**src/rtl/mem_arbiter_pkg.sv**
```systemverilog
// mem_arbiter_pkg: shared types for the fetch/LSU memory arbiter.
//   arb_state_e : transaction FSM state (IDLE, REQ, RESP)
//   arb_owner_e : which requester owns the current transaction
package mem_arbiter_pkg;

    typedef enum logic [1:0] {
        IDLE = 2'd0,
        REQ  = 2'd1,
        RESP = 2'd2
    } arb_state_e;

    typedef enum logic {
        OWNER_IF  = 1'b0,
        OWNER_LSU = 1'b1
    } arb_owner_e;

    localparam logic [3:0] FetchBe = 4'hF;

endpackage

```
**src/rtl/mem_arbiter.sv**
```systemverilog
// mem_arbiter: shares one memory port between instruction fetch (IF) and the
// load/store unit (LSU). At most one transaction is outstanding; ties are
// broken round-robin.
// Ports:
//   clk, reset                    : clock, async active-high reset
//   if_req/if_addr/if_kill        : fetch request and pipeline flush
//   if_gnt/if_rvalid/if_rdata/if_err : fetch accept and response
//   lsu_req/we/be/addr/wdata      : data request
//   lsu_gnt/rvalid/rdata/err      : data accept and response
//   mem_req/we/be/addr/wdata      : shared memory request
//   mem_gnt/rvalid/rdata/err      : memory accept and response
module mem_arbiter
    import mem_arbiter_pkg::*;
(
    input  logic        clk,
    input  logic        reset,
    input  logic        if_req,
    input  logic [31:0] if_addr,
    input  logic        if_kill,
    output logic        if_gnt,
    output logic        if_rvalid,
    output logic [31:0] if_rdata,
    output logic        if_err,
    input  logic        lsu_req,
    input  logic        lsu_we,
    input  logic [3:0]  lsu_be,
    input  logic [31:0] lsu_addr,
    input  logic [31:0] lsu_wdata,
    output logic        lsu_gnt,
    output logic        lsu_rvalid,
    output logic [31:0] lsu_rdata,
    output logic        lsu_err,
    output logic        mem_req,
    output logic        mem_we,
    output logic [3:0]  mem_be,
    output logic [31:0] mem_addr,
    output logic [31:0] mem_wdata,
    input  logic        mem_gnt,
    input  logic        mem_rvalid,
    input  logic [31:0] mem_rdata,
    input  logic        mem_err
);

    arb_state_e r_state, w_state_next;
    arb_owner_e r_owner, r_last_owner, w_pick, w_owner;
    logic       r_drop, w_drop_next;
    logic       w_any_req, w_grant, w_kill, w_resp_done, w_deliver;

    // Arbitration: lone requester wins; on a tie the one not granted last wins.
    always_comb begin
        w_any_req = if_req | lsu_req;
        if (if_req && !lsu_req) begin
            w_pick = OWNER_IF;
        end else if (!if_req && lsu_req) begin
            w_pick = OWNER_LSU;
        end else begin
            w_pick = (r_last_owner == OWNER_LSU) ? OWNER_IF : OWNER_LSU;
        end
    end

    always_comb begin
        w_state_next = r_state;
        w_owner      = r_owner;
        mem_req      = 1'b0;
        unique case (r_state)
            IDLE: begin
                w_owner = w_pick;
                if (w_any_req && !reset) begin
                    mem_req      = 1'b1;
                    w_state_next = mem_gnt ? RESP : REQ;
                end
            end
            REQ: begin
                mem_req = 1'b1;
                if (mem_gnt) begin
                    w_state_next = RESP;
                end
            end
            RESP: begin
                if (mem_rvalid) begin
                    w_state_next = IDLE;
                end
            end
            default: w_state_next = IDLE;
        endcase
    end

    // Request fields follow the effective owner; idle bus drives zeros.
    always_comb begin
        mem_we    = 1'b0;
        mem_be    = 4'h0;
        mem_addr  = 32'h0;
        mem_wdata = 32'h0;
        if (mem_req) begin
            if (w_owner == OWNER_LSU) begin
                mem_we    = lsu_we;
                mem_be    = lsu_be;
                mem_addr  = lsu_addr;
                mem_wdata = lsu_wdata;
            end else begin
                mem_be    = FetchBe;
                mem_addr  = if_addr;
            end
        end
    end

    always_comb begin
        w_grant     = mem_req & mem_gnt;
        if_gnt      = w_grant & (w_owner == OWNER_IF);
        lsu_gnt     = w_grant & (w_owner == OWNER_LSU);
        // A flush only matters once IF actually owns the transaction.
        w_kill      = if_kill & (w_owner == OWNER_IF) &
                      ((r_state == REQ) || (r_state == RESP) || (r_state == IDLE && w_grant));
        w_resp_done = (r_state == RESP) & mem_rvalid;
        w_deliver   = w_resp_done & ~((w_owner == OWNER_IF) & (r_drop | w_kill));
        if_rvalid   = w_deliver & (w_owner == OWNER_IF);
        lsu_rvalid  = w_deliver & (w_owner == OWNER_LSU);
        if_err      = if_rvalid & mem_err;
        lsu_err     = lsu_rvalid & mem_err;
        if_rdata    = mem_rdata;
        lsu_rdata   = mem_rdata;
        if (w_resp_done) begin
            w_drop_next = 1'b0;
        end else if (w_kill) begin
            w_drop_next = 1'b1;
        end else begin
            w_drop_next = r_drop;
        end
    end

    always_ff @(posedge clk or posedge reset) begin
        if (reset) begin
            r_state      <= IDLE;
            r_owner      <= OWNER_LSU;
            r_last_owner <= OWNER_LSU;
            r_drop       <= 1'b0;
        end else begin
            r_state <= w_state_next;
            r_drop  <= w_drop_next;
            if (r_state == IDLE && w_any_req) begin
                r_owner <= w_pick;
            end
            if (w_grant) begin
                r_last_owner <= w_owner;
            end
        end
    end

endmodule

```
**config.mk**
```make
export PLATFORM = sky130hd
export DESIGN_NAME = mem_arbiter
export DESIGN_NICKNAME = d
export VERILOG_FILES = /design/src/rtl/mem_arbiter_pkg.sv /design/src/rtl/mem_arbiter.sv
export SDC_FILE = /design/constraint.sdc
export NUM_CORES = 1
export LEC_CHECK = 0
export ABC_AREA = 1
export BUFFER_PORTS_ARGS = -buffer_cell sky130_fd_sc_hd__buf_4
export CAP_MARGIN = 20
export CORE_AREA = 3 3 109 111
export CTS_BUF_LIST = sky130_fd_sc_hd__clkbuf_4 sky130_fd_sc_hd__clkbuf_8
export DETAILED_ROUTE_END_ITERATION = 6
export DIE_AREA = 0 0 112 114
export PLACE_DENSITY = 0.58
export SETUP_SLACK_MARGIN = 0.5
export SLEW_MARGIN = 20
export SYNTH_ARGS = -nofsm -noshare
export SYNTH_HDL_FRONTEND = slang
export SYNTH_SLANG_ARGS = --single-unit
export TNS_END_PERCENT = 1
```
**constraint.sdc**
```tcl
create_clock -name clk -period 2.05 [get_ports clk]
set_input_delay 0.205 -clock clk [delete_from_list [all_inputs] [get_ports clk]]
set_output_delay 0.205 -clock clk [all_outputs]
set_load 0.01 [all_outputs]
```
==> impl_metrics.ini <==
[worst_setup_path]
r2r_slack_ns = 0.45
crit_cells = 10
cp_num_buf_inv = 6
cp-end-kind = output pin
r2r_end = r_state[0]
reg2regPathDepth = 8
crit_slowest_cell = dfrtp_1
r2r_start = r_state[0]
worstPathCellList = inv_2 > ha_4 > inv_4 > nand2_4 > nand3_4 > buf_6 > buf_12 > buf_16 > nor2_2 > buf_4
crit_arrival_ns = 1.83
crit_required_ns = 1.85
critPathLaunchType = flop
endpoint = if_gnt
cpLargestDelayFamily = buffers and inverters
cp_max_fo = 9
max_stage_delay_ns = 0.38
critPathLaunch = r_state[1]
path_class = reg2out

[yosys]
netlist_area_mm2 = 0.001660
yosys_register_bits = 5
ys_seq_area_frac = 0.07687
yosysUniqueCellTypes = 18
synthCells = 309
yosysWarningCount = 0
avgSynthCellArea_um2 = 5.373
syn_nets = 453

[route]
drtPass1Iterations = 4
drcViolationCount = 0
routed_wl_mm = 8.242
final_antenna_net_count = 0
wire_per_inst_um = 14.06
drtIter0Drc = 58
viasPerCell = 4.145
vias = 2429

[timing]
fin_worst_skew_ns = 0.002145
holdWs_ns = 0.07003
relSlewSlack = 0.7779
period_share = 0.9914
period_needed_ns = 2.032
worstMarginPinSlew_ns = 0.3297
fmax_mhz = 492.1
final_hold_viol_count = 0
grt_setup_unrepaired = true
setup_viol = 0
slew_violations = 0

[global_routing]
grt_start_max_net_pins = 35
grt_overflow = 0
antenna_found_initial = 0
grt_pass1_wl_mm = 11.88
grt_usage = 0.1134
first_global_vias = 2402

[die]
die_h_um = 114
initial_core_util = 0.1525
io_pins = 281
row_count = 38
die_area_mm2 = 0.01277
core_area_mm2 = 0.01089
dieWidth_um = 112

[clock_tree]
clock-sinks = 5
cts_tree = done
root_buffer = clkbuf_8
clk_pin_slew_worst_paths_ns = 0.04
insertion_delay_ns = 0.22
clk_path_buf_depth = 2
cts_buffers = 3
htree_levels = 1

[status]
outcome = completed

[layout]
fillCellCount = 1155
fin_area_mm2 = 0.003406
mostFrequentLayoutCell = buf_4
syn2layout_area_growth_pct = 105.1
final_cell_mix = buf_4, nand2_1, nor2_1, a21oi_2, nand2_2
multi_input_area_mm2 = 0.001117
drive_gt1_frac = 0.6345
regArea_um2 = 127.6
final_util = 0.3128
fin_nets = 591
diodes = 0

[placement]
dp_hpwl_mm = 6.269
portBuffers = 184
gp_congestion = 0.8516
place_area_mm2 = 0.002818

[power]
ir_drop_uv = 654.9
power_leakage_nw = 1.780
power_density_mw_per_mm2 = 1460

[min_path]
min_path_type = in2async

[run]
maxCapViolCount = 0
==> timing repair <==
item / 4_1_cts / 5_1_grt
setup endpoints to repair: 77 / 79
endpoints found under the hold margin: 3 / 0
hold buffers: 1 / 0
pin swaps: 3 / 4
resized for setup: 23 / 36
buffers inserted: 14 / 4
gates cloned: 5 / 1
==> kinds of logic after synthesis <==
family	share of synthesized area
buffers and inverters	0.3941
adders and majority gates	0.02261
and+or+nand+nor	0.3662
AOI/OAI and AO/OA	0.1402
DFF	0.07686
==> metrics by stage <==
step | setup WS, ns | power (W) | TNS, ns | std cells
floorplan | 0.4276 | 0.002156 | 0 | 309
global placement | 0.2076 | 0.003344 | 0 | 557
detailed placement | 0.1323 | 0.003399 | 0 | 557
CTS | 0.03719 | 0.004703 | 0 | 581
global route | -0.08833 | 0.005386 | -2.355 | 586
finish | 0.01770 | 0.004971 | 0 | 586
==> state kept, by name (all words and copies together) (netlist names) <==
| name | count |
|---|---|
| r_owner | 1 |
| r_last_owner | 1 |
| r_drop | 1 |
| r_state | 2 |
==> per-layer routing <==
layer	share of wire	routed length [µm]	up-vias	track usage
met5	0	0	-	0
met4	0.023	191	0	0.03446
met3	0.099	817	23	0.02387
met2	0.54	4429	179	0.2278
met1	0.34	2804	1062	0.1166
li1	-	-	1165	-
==> worst min path at each step <==
stage / depth (start not counted) / end / start / slack, ns
2_1_floorplan: 1 / r_drop / reset / -0.01
3_3_place_gp: 2 / r_drop / reset / 0.14
3_5_place_dp: 2 / r_drop / reset / 0.15
4_1_cts: 2 / r_owner / reset / 0.06
5_1_grt: 2 / r_last_owner / reset / 0.08
6_report: 2 / r_owner / reset / 0.07
==> cells in the mapped netlist <==
cell / n / share of area
inv_2: 3 / 0.0068
o21ai_1: 3 / 0.0090
nand3_1: 4 / 0.012
buf_2: 10 / 0.030
buf_6: 3 / 0.020
nand3_2: 1 / 0.0060
a21oi_1: 34 / 0.10
dfstp_2: 2 / 0.032
ha_1: 3 / 0.023
nand2_1: 113 / 0.26
inv_1: 13 / 0.029
a22oi_1: 1 / 0.0045
nor2_1: 41 / 0.093
o21ai_0: 2 / 0.0060
clkbuf_1: 2 / 0.0045
buf_4: 67 / 0.30
o21a_1: 4 / 0.018
dfrtp_1: 3 / 0.045
==> report_power, final <==
part | switching, W | internal [W] | total (W) | leakage (nW)
sequential | 0.0000329 | 0.000162 | 0.000194 | 0.0583
combinational | 0.00226 | 0.00232 | 0.00458 | 1.70
clock | 0.0000527 | 0.000147 | 0.000200 | 0.0262
==> cell type report <==
class,count,share of cell area
multi-input cells,206,0.3281
inverters,16,0.02057
clock buffers,4,0.01433
flip-flops and latches,5,0.03747
well taps,140,0.05143
repair buffers,215,0.5481
No activity file was read; power rests on OpenSTA's default activity.
